`config.mk`:
```
export PLATFORM = sky130hd
export DESIGN_NAME = mem_arbiter_flat
export DESIGN_NICKNAME = d
export VERILOG_FILES = /design/src/rtl/mem_arbiter_if.sv /design/src/rtl/mem_arbiter.sv /design/src/flat_wrapper.sv
export SDC_FILE = /design/constraint.sdc
export NUM_CORES = 1
export LEC_CHECK = 0
export BUFFER_PORTS_ARGS = -buffer_cell sky130_fd_sc_hd__buf_2
export CAP_MARGIN = 20
export CORE_AREA = 8 8 100 102
export DETAILED_ROUTE_END_ITERATION = 10
export DIE_AREA = 0 0 108 110
export SLEW_MARGIN = 20
export SYNTH_ARGS = -nofsm -noshare
export SYNTH_HDL_FRONTEND = slang
export SYNTH_SLANG_ARGS = --single-unit
```
`constraint.sdc`:
```
create_clock -name clk_i -period 3.7 [get_ports clk_i]
set_clock_uncertainty 0.1 [all_clocks]
set_input_delay 0.74 -clock clk_i [delete_from_list [all_inputs] [get_ports clk_i]]
set_output_delay 0.74 -clock clk_i [all_outputs]
set_load 0.02 [all_outputs]
```
`src/rtl/mem_arbiter_if.sv`:
```
`default_nettype none
// ============================================================================
// mem_arbiter_if
// ----------------------------------------------------------------------------
// Bundle of every handshake/bus signal around mem_arbiter: the IF fetch
// requester, the M load/store requester and the unified memory port.
//   slave  : arbiter view (requests and memory responses in, grants out)
//   master : environment view (drives requests and memory responses)
// Signal names keep the _i/_o suffixes as seen from the arbiter.
// Revision: 1.0 - initial release
// ============================================================================
interface mem_arbiter_if #(
  parameter int ADDR_W = 32,
  parameter int DATA_W = 32
);
  // IF stage (read-only)
  logic                  if_req_i;
  logic [ADDR_W-1:0]     if_addr_i;
  logic                  if_gnt_o;
  logic                  if_rvalid_o;
  logic [DATA_W-1:0]     if_rdata_o;
  // M stage (load/store)
  logic                  m_req_i;
  logic                  m_we_i;
  logic [DATA_W/8-1:0]   m_be_i;
  logic [ADDR_W-1:0]     m_addr_i;
  logic [DATA_W-1:0]     m_wdata_i;
  logic                  m_gnt_o;
  logic                  m_rvalid_o;
  logic [DATA_W-1:0]     m_rdata_o;
  // Unified memory port
  logic                  mem_req_o;
  logic                  mem_we_o;
  logic [DATA_W/8-1:0]   mem_be_o;
  logic [ADDR_W-1:0]     mem_addr_o;
  logic [DATA_W-1:0]     mem_wdata_o;
  logic                  mem_gnt_i;
  logic                  mem_rvalid_i;
  logic [DATA_W-1:0]     mem_rdata_i;

  modport slave (
    input  if_req_i, if_addr_i,
    input  m_req_i, m_we_i, m_be_i, m_addr_i, m_wdata_i,
    input  mem_gnt_i, mem_rvalid_i, mem_rdata_i,
    output if_gnt_o, if_rvalid_o, if_rdata_o,
    output m_gnt_o, m_rvalid_o, m_rdata_o,
    output mem_req_o, mem_we_o, mem_be_o, mem_addr_o, mem_wdata_o
  );

  modport master (
    output if_req_i, if_addr_i,
    output m_req_i, m_we_i, m_be_i, m_addr_i, m_wdata_i,
    output mem_gnt_i, mem_rvalid_i, mem_rdata_i,
    input  if_gnt_o, if_rvalid_o, if_rdata_o,
    input  m_gnt_o, m_rvalid_o, m_rdata_o,
    input  mem_req_o, mem_we_o, mem_be_o, mem_addr_o, mem_wdata_o
  );
endinterface
`default_nettype wire

```
`src/rtl/mem_arbiter.sv`:
```
`default_nettype none
// ============================================================================
// mem_arbiter
// ----------------------------------------------------------------------------
// Shares one memory port between the IF stage (fetch) and the M stage
// (load/store). M wins by default; after STARVE_MAX consecutive M grants
// taken while IF was waiting, IF is forced to win. At most one transaction
// is outstanding and its response is routed back to the requester owning it.
// Ports:
//   clk_i : clock, rising edge
//   rst_i : asynchronous reset, active low
//   bus   : mem_arbiter_if.slave (IF, M and memory signal groups)
// Revision: 1.0 - initial release
// ============================================================================
module mem_arbiter #(
  parameter int ADDR_W     = 32,
  parameter int DATA_W     = 32,
  parameter int STARVE_MAX = 4
) (
  input  logic           clk_i,
  input  logic           rst_i,
  mem_arbiter_if.slave   bus
);

  localparam int BE_W = DATA_W / 8;

  // Requester encoding used for both the pending selection and the owner
  localparam logic SEL_IF = 1'b0;
  localparam logic SEL_M  = 1'b1;

  typedef enum logic [1:0] {
    IDLE      = 2'd0,
    HOLD      = 2'd1,
    WAIT_RESP = 2'd2
  } state_t;

  state_t      state;
  logic        sel_q;       // selection frozen while waiting for mem_gnt_i
  logic        owner_q;     // requester owning the outstanding transaction
  logic [3:0]  starve_cnt;  // M grants taken while IF was waiting

  logic        starved;
  logic        req_any;
  logic        pick;        // fresh arbitration result, used only in IDLE
  logic        sel;
  logic        mem_req;
  logic        if_grant;
  logic        m_grant;
  logic        resp;

  always_comb begin
    starved = (starve_cnt == 4'(STARVE_MAX));
    req_any = bus.if_req_i | bus.m_req_i;
    // M wins unless IF is also asking and has been passed over too often
    pick    = (bus.m_req_i && !(bus.if_req_i && starved)) ? SEL_M : SEL_IF;
    mem_req = 1'b0;
    sel     = sel_q;
    unique case (state)
      IDLE: begin
        mem_req = req_any;
        sel     = pick;
      end
      HOLD: begin
        mem_req = 1'b1;
        sel     = sel_q;
      end
      default: begin
        mem_req = 1'b0;
        sel     = sel_q;
      end
    endcase
    if_grant = bus.mem_gnt_i && mem_req && (sel == SEL_IF);
    m_grant  = bus.mem_gnt_i && mem_req && (sel == SEL_M);
    // Responses count only while a transaction is outstanding
    resp     = (state == WAIT_RESP) && bus.mem_rvalid_i;
  end

  // Memory request fields; IF is always a full-word read, and every field
  // is zero while no request is presented.
  assign bus.mem_req_o   = mem_req;
  assign bus.mem_we_o    = mem_req && (sel == SEL_M) && bus.m_we_i;
  assign bus.mem_be_o    = !mem_req ? '0 : ((sel == SEL_M) ? bus.m_be_i : {BE_W{1'b1}});
  assign bus.mem_addr_o  = !mem_req ? '0 : ((sel == SEL_M) ? bus.m_addr_i : bus.if_addr_i);
  assign bus.mem_wdata_o = (mem_req && (sel == SEL_M)) ? bus.m_wdata_i : '0;

  assign bus.if_gnt_o    = if_grant;
  assign bus.m_gnt_o     = m_grant;
  assign bus.if_rvalid_o = resp && (owner_q == SEL_IF);
  assign bus.m_rvalid_o  = resp && (owner_q == SEL_M);
  assign bus.if_rdata_o  = bus.mem_rdata_i;
  assign bus.m_rdata_o   = bus.mem_rdata_i;

  always_ff @(posedge clk_i or negedge rst_i) begin
    if (!rst_i) begin
      state      <= IDLE;
      sel_q      <= SEL_IF;
      owner_q    <= SEL_IF;
      starve_cnt <= 4'd0;
    end else begin
      if (if_grant) begin
        starve_cnt <= 4'd0;
      end else if (m_grant && bus.if_req_i && (starve_cnt < 4'(STARVE_MAX))) begin
        starve_cnt <= starve_cnt + 4'd1;
      end

      unique case (state)
        IDLE: begin
          if (req_any) begin
            sel_q <= pick;
            if (bus.mem_gnt_i) begin
              owner_q <= pick;
              state   <= WAIT_RESP;
            end else begin
              state   <= HOLD;
            end
          end
        end
        HOLD: begin
          if (bus.mem_gnt_i) begin
            owner_q <= sel_q;
            state   <= WAIT_RESP;
          end
        end
        WAIT_RESP: begin
          if (bus.mem_rvalid_i) begin
            state <= IDLE;
          end
        end
        default: state <= IDLE;
      endcase
    end
  end

endmodule
`default_nettype wire

```
`src/flat_wrapper.sv`:
```
// flat-port wrapper written by rule: the top's interface ports become plain ports
module mem_arbiter_flat 
#(
  parameter int ADDR_W     = 32,
  parameter int DATA_W     = 32,
  parameter int STARVE_MAX = 4
)
  (clk_i, rst_i, bus_if_req_i, bus_if_addr_i, bus_m_req_i, bus_m_we_i, bus_m_be_i, bus_m_addr_i, bus_m_wdata_i, bus_mem_gnt_i, bus_mem_rvalid_i, bus_mem_rdata_i, bus_if_gnt_o, bus_if_rvalid_o, bus_if_rdata_o, bus_m_gnt_o, bus_m_rvalid_o, bus_m_rdata_o, bus_mem_req_o, bus_mem_we_o, bus_mem_be_o, bus_mem_addr_o, bus_mem_wdata_o);
  mem_arbiter_if #(.ADDR_W(ADDR_W), .DATA_W(DATA_W)) bus_i ();
  input  logic clk_i;
  input  logic rst_i;
  input wire logic [$bits(bus_i.if_req_i)-1:0] bus_if_req_i;
  input wire logic [$bits(bus_i.if_addr_i)-1:0] bus_if_addr_i;
  input wire logic [$bits(bus_i.m_req_i)-1:0] bus_m_req_i;
  input wire logic [$bits(bus_i.m_we_i)-1:0] bus_m_we_i;
  input wire logic [$bits(bus_i.m_be_i)-1:0] bus_m_be_i;
  input wire logic [$bits(bus_i.m_addr_i)-1:0] bus_m_addr_i;
  input wire logic [$bits(bus_i.m_wdata_i)-1:0] bus_m_wdata_i;
  input wire logic [$bits(bus_i.mem_gnt_i)-1:0] bus_mem_gnt_i;
  input wire logic [$bits(bus_i.mem_rvalid_i)-1:0] bus_mem_rvalid_i;
  input wire logic [$bits(bus_i.mem_rdata_i)-1:0] bus_mem_rdata_i;
  output wire logic [$bits(bus_i.if_gnt_o)-1:0] bus_if_gnt_o;
  output wire logic [$bits(bus_i.if_rvalid_o)-1:0] bus_if_rvalid_o;
  output wire logic [$bits(bus_i.if_rdata_o)-1:0] bus_if_rdata_o;
  output wire logic [$bits(bus_i.m_gnt_o)-1:0] bus_m_gnt_o;
  output wire logic [$bits(bus_i.m_rvalid_o)-1:0] bus_m_rvalid_o;
  output wire logic [$bits(bus_i.m_rdata_o)-1:0] bus_m_rdata_o;
  output wire logic [$bits(bus_i.mem_req_o)-1:0] bus_mem_req_o;
  output wire logic [$bits(bus_i.mem_we_o)-1:0] bus_mem_we_o;
  output wire logic [$bits(bus_i.mem_be_o)-1:0] bus_mem_be_o;
  output wire logic [$bits(bus_i.mem_addr_o)-1:0] bus_mem_addr_o;
  output wire logic [$bits(bus_i.mem_wdata_o)-1:0] bus_mem_wdata_o;
  assign bus_i.if_req_i = bus_if_req_i;
  assign bus_i.if_addr_i = bus_if_addr_i;
  assign bus_i.m_req_i = bus_m_req_i;
  assign bus_i.m_we_i = bus_m_we_i;
  assign bus_i.m_be_i = bus_m_be_i;
  assign bus_i.m_addr_i = bus_m_addr_i;
  assign bus_i.m_wdata_i = bus_m_wdata_i;
  assign bus_i.mem_gnt_i = bus_mem_gnt_i;
  assign bus_i.mem_rvalid_i = bus_mem_rvalid_i;
  assign bus_i.mem_rdata_i = bus_mem_rdata_i;
  assign bus_if_gnt_o = bus_i.if_gnt_o;
  assign bus_if_rvalid_o = bus_i.if_rvalid_o;
  assign bus_if_rdata_o = bus_i.if_rdata_o;
  assign bus_m_gnt_o = bus_i.m_gnt_o;
  assign bus_m_rvalid_o = bus_i.m_rvalid_o;
  assign bus_m_rdata_o = bus_i.m_rdata_o;
  assign bus_mem_req_o = bus_i.mem_req_o;
  assign bus_mem_we_o = bus_i.mem_we_o;
  assign bus_mem_be_o = bus_i.mem_be_o;
  assign bus_mem_addr_o = bus_i.mem_addr_o;
  assign bus_mem_wdata_o = bus_i.mem_wdata_o;
  mem_arbiter #(.ADDR_W(ADDR_W), .DATA_W(DATA_W), .STARVE_MAX(STARVE_MAX)) u_core (.clk_i(clk_i), .rst_i(rst_i), .bus(bus_i));
endmodule
```
Yosys cells after proc, flatten, opt, wreduce, memory -nomap -nowiden. Index checks and enable logic that the tools add are counted.

Add/subtract/negate cells: 1. Magnitude comparators: 1. Equal/unequal tests: 7. Mux-type cells: 19. Bitwise gates (word level): 3. Reductions and logical operators: 19.

Operators by type and width (number): 2-to-1 mux 32 bit (3); 2-to-1 mux 4 bit (4); logical AND 1 bit (12); 2-to-1 mux 2 bit (4); != test 2 bit, second input constant (3); one-hot mux 2 bit (3 select lines) (1); 2-to-1 mux 1 bit (5); adder 4 x 1 -> 4 bit, second input constant (1); equality test 4 x 3 -> 1 bit, second input constant (1); < comparator 4 x 3 -> 1 bit, second input constant (1); one-hot mux 1 bit (2 select lines) (2); AND reduction 4 bit (1); nonzero test 2 bit (2); AND reduction 3 bit (1); equality test 2 x 1 -> 1 bit, second input constant (1); equality test 2 bit, second input constant (1); zero test 2 bit (1); != test 2 x 1 -> 1 bit, second input constant (1); inverter 1 bit (2); AND reduction 2 bit (1); zero test 1 bit (1); OR 1 bit (1).

Register bits: 8. Input port bits: 139. Logic and storage cells: 54.

Longest topological paths before layout.
Word-level depth: 11. Mapped depth: 8. Gate-level depth less buffers: 6.

Worst setup path before layout. No wires, ideal clock.

Path type: in2out. Start: input port bus_if_req_i. End: output port bus_mem_addr_o[17]. Data arrival time: 1752 ps. Setup slack: 1108 ps. Stages on the path: 6. Buffers on the path: 2. Cells stage by stage: nand4b_2 -> a31oi_4 -> buf_6 -> buf_6 -> nand2_1 -> a21oi_1.

Cells in the longest elaborated chain, start to end: 7. Elaborated cells on any way between the ends: 9. Classes of those cells: mux: 5; bitwise: 1; reduce/logical: 3.

Ends and longest elaborated chain: start, declared (line flat_wrapper.sv:12) `input wire logic [$bits(bus_i.if_req_i)-1:0] bus_if_req_i;`; logical AND 1 bit (line mem_arbiter.sv:55) `pick = (bus.m_req_i && !(bus.if_req_i && starved)) ? SEL_M : SEL_IF;`; zero test 1 bit (line mem_arbiter.sv:55); logical AND 1 bit (line mem_arbiter.sv:55); 2-to-1 mux 1 bit (line mem_arbiter.sv:55); 2-to-1 mux 1 bit (line mem_arbiter.sv:58) `unique case (state)`; 2-to-1 mux 32 bit (line mem_arbiter.sv:83) `assign bus.mem_addr_o = !mem_req ? '0 : ((sel == SEL_M) ? bus.m_addr_i : bus.if_addr_i);`; 2-to-1 mux 32 bit (*) (line mem_arbiter.sv:83); end, declared (line flat_wrapper.sv:31) `output wire logic [$bits(bus_i.mem_addr_o)-1:0] bus_mem_addr_o;`.

Mark *: on every way between the ends. The rest lies on a longest branch, timed or not.

Worst setup path after layout.
Start: input port bus_if_req_i. End: output port bus_mem_addr_o[2].

The elaborated chain is that of the path after synthesis.

==> results.py <==
metrics = {
    "die": {
        "die_h_um": 110,
        "rows": 34,
        "pin_count": 277,
        "dieArea_um2": 11900,
        "core_area_um2": 8470,
        "initial_utilization": 0.198,
        "die_w_um": 108,
    },
    "clock_network": {
        "cts_buffer_depth": 2,
        "clock-root-buffer": "clkbuf_8",
        "postCtsSetupBuffers": 0,
        "clock_latency_ns": 0.22,
        "htree_num_levels": 1,
        "clk_pin_slew_ns": 0.04,
        "tritoncts": "yes",
        "holdBufCountCts": 0,
        "clock_sinks": 8,
        "cts_inserted_buffers": 3,
        "cts_resized": 0,
    },
    "power_and_ir_drop": {
        "p_leak_uw": 0.00133,
        "power.density_nw_per_um2": 429,
        "peakVddDrop_v": 0.000242,
    },
    "synthesis": {
        "synth-simple-area-share": 0.365,
        "muxShareOfSynthArea": 0,
        "synthCells": 264,
        "synth_fa_ha_area_frac": 0.0149,
        "ys_seq_elements": 8,
        "synth-compound-area-share": 0.144,
        "ys_warn_count": 0,
        "synth_fp_nets": 405,
        "seq_area_frac_synth": 0.119,
        "yosys.area_share.xor_xnor": 0,
        "synth_top_family_by_area": "simple AND/OR/NAND/NOR gates",
        "ys_types": 30,
        "synth_area_per_cell_um2": 6.35,
        "syn_area_um2": 1680,
    },
    "detailed_routing": {
        "ant_nets": 0,
        "post-route-drc-count": 0,
        "wire_per_inst_um": 13.8,
        "vias": 1973,
        "drt_first_iter_violations": 117,
        "routed_wl_um": 6660,
        "firstDrtPassIters": 4,
        "viasPerCell": 4.09,
    },
    "sta": {
        "fmax_ghz": 0.356,
        "fin_crit_sh": 0.760,
        "worstMarginPinSlew_ns": 0.368,
        "hold_viol_final": 0,
        "setup_viol": 0,
        "timing.final.max_slew_violations": 0,
        "rsz0062_at_grt": "false",
        "setup-tns-final_ns": 0,
        "fin_crit_ns": 2.81,
        "hold_slack_ns": 0.251,
        "max_slew_margin": 0.755,
    },
    "critical_path": {
        "cp.depth": 7,
        "crit_chain": "buf_2, nand4b_2, a31o_1, buf_4, nand2_1, a21oi_1, buf_2",
        "slowest_delay_ns": 0.33,
        "r2r-start": "u_core.starve_cnt[0]",
        "path_class": "primary input to output port",
        "rr_worst_depth": 7,
        "rr_endpoint": "u_core.starve_cnt[0]",
        "worstSetupEndpoint": "bus_mem_addr_o[2]",
        "crit_required_ns": 2.86,
        "path_delay_family": "buffers and inverters",
        "r2r_slack_ns": 1.84,
        "crit_start": "bus_if_req_i",
        "cp_max_fo": 34,
        "cpMostUsedCell": "buf_2",
        "start_kind": "primary input",
        "end_kind": "output port",
        "critPathBufInv": 3,
        "slowest_stage": "buf_4",
        "cp.arrival_ns": 1.97,
    },
    "global_route": {
        "grt_use_total": 0.0952,
        "antenna_found_initial": 0,
        "grt_overflow": 0,
        "grt_max_degree": 35,
        "grt_pass1_vias": 1968,
        "grt_pass1_wl_um": 9480,
    },
    "finish": {
        "fin_nets": 517,
        "drive_gt1_frac": 0.521,
        "syn_to_final_growth_pct": 32.4,
        "filler_cell_count": 954,
        "stdcell_area_um2": 2220,
        "final_util": 0.262,
        "diodes": 0,
    },
    "status": {
        "status": "finished, final reports clean",
    },
    "placed_design": {
        "dpl-instance-area_um2": 2180,
        "hpwl_um": 5750,
        "numPortBuffers": 180,
        "place_congestion": 0.793,
    },
    "run": {
        "drv_cap": 0,
    },
    "hold_path": {
        "min_path_type": "primary input to async pin",
    },
}
==> placed cells by master (no fill, tap or decap) <==
| cell | synthesis | layout |
|---|---|---|
| or4_1 | 1 | 1 |
| dfrtp_1 | 8 | 8 |
| nand2_2 | 1 | 1 |
| and2_1 | 33 | 33 |
| o21a_2 | 1 | 1 |
| nor2b_1 | 1 | 1 |
| clkbuf_8 | 0 | 3 |
| nor2_2 | 2 | 2 |
| inv_1 | 5 | 5 |
| nor2_1 | 14 | 14 |
| o21ai_1 | 1 | 1 |
| a31o_1 | 1 | 1 |
| o2bb2ai_1 | 1 | 1 |
| nand3b_1 | 1 | 1 |
| nor3_1 | 1 | 1 |
| buf_2 | 4 | 180 |
| ha_1 | 2 | 2 |
| nand2_1 | 67 | 67 |
| a21oi_1 | 35 | 35 |
| a31oi_4 | 1 | 1 |
| buf_4 | 70 | 6 |
| and4b_1 | 1 | 1 |
| a41oi_1 | 1 | 1 |
| nand2b_1 | 2 | 2 |
| nand4b_2 | 1 | 1 |
| nor3b_1 | 1 | 1 |
| o21ai_0 | 1 | 1 |
| or3_1 | 1 | 1 |
| nand3_1 | 1 | 1 |
==> stage by stage <==
stage,worst slack [ns],total power [uW],cells
after global routing,0.707,1040,482
final,0.889,953,482
after floorplan,1.11,723,264
after detailed placement,0.885,867,479
after global placement,0.927,852,479
after CTS,0.876,973,482
==> worst min path at each step <==
| stage | slack, ns | cells past startpoint | endpoint | start |
|---|---|---|---|---|
| 6_report | 0.25 | 1 | u_core.owner_q | rst_i |
| 5_1_grt | 0.26 | 1 | u_core.owner_q | rst_i |
| 4_1_cts | 0.25 | 1 | u_core.owner_q | rst_i |
| 3_5_place_dp | 0.41 | 2 | u_core.sel_q | u_core.sel_q |
| 3_3_place_gp | 0.39 | 2 | u_core.sel_q | u_core.sel_q |
| 2_1_floorplan | 0.34 | 0 | u_core.owner_q | rst_i |
==> routing by layer <==
layer | global-route usage | wire length (um) | part of all wire
met1 | 0.0967 | 2280 | 0.34
met3 | 0.0360 | 777 | 0.12
met5 | 0 | 0 | 0
met2 | 0.167 | 3350 | 0.50
met4 | 0.0505 | 253 | 0.038
==> cell families after synthesis <==
family          Yosys count
compound gates           42
fa+ha+maj                 2
simple gates            128
buf+inv                  84
flops                     8
==> layout make-up <==
cell class | count | area, um2 | area share
inverter | 5 | 18.8 | 0.00846
tap | 108 | 135 | 0.0609
timing repair buffer | 186 | 946 | 0.426
clock buffer | 3 | 41.3 | 0.0186
sequential | 8 | 200 | 0.0902
multi-input combinational | 172 | 878 | 0.396
==> cells in the mapped netlist <==
library cell / count / area (um2)
buf_4: 70 / 526
nor3_1: 1 / 5.00
nor2_1: 14 / 52.6
o2bb2ai_1: 1 / 8.76
nand3_1: 1 / 5.00
or3_1: 1 / 6.26
buf_6: 2 / 22.5
buf_2: 4 / 20.0
nand2_1: 67 / 251
nor2b_1: 1 / 6.26
nand2b_1: 2 / 12.5
a31o_1: 1 / 8.76
nand2_2: 1 / 6.26
ha_1: 2 / 25.0
o21a_2: 1 / 8.76
nor3b_1: 1 / 7.51
or4_1: 1 / 7.51
nand3b_1: 1 / 7.51
nor2_2: 2 / 12.5
nand4b_2: 1 / 15.0
o21ai_0: 1 / 5.00
and4b_1: 1 / 10.0
dfrtp_1: 8 / 200
a21oi_1: 35 / 175
o21ai_1: 1 / 5.00
clkbuf_1: 3 / 11.3
a41oi_1: 1 / 8.76
inv_1: 5 / 18.8
a31oi_4: 1 / 21.3
and2_1: 33 / 206
==> power by group <==
part / internal (uW) / switching, uW
sequential: 109 / 18.1
combinational: 258 / 467
clock: 70.2 / 31.5
total: 437 / 517
==> sequential cells by signal (all words and copies together) (netlist names) <==
| name | cells |
|---|---|
| u_core.state | 2 |
| u_core.owner_q | 1 |
| u_core.sel_q | 1 |
| u_core.starve_cnt | 4 |
==> worst reg2reg max path, stage by stage (launching register included) <==
cell      delay (ns)
dfrtp_1         0.36
inv_1           0.06
ha_1            0.21
nand4b_2        0.14
a31oi_4         0.10
buf_4           0.21
or4_1           0.50
o21ai_1         0.10
(Power assumes the default switching activity.)
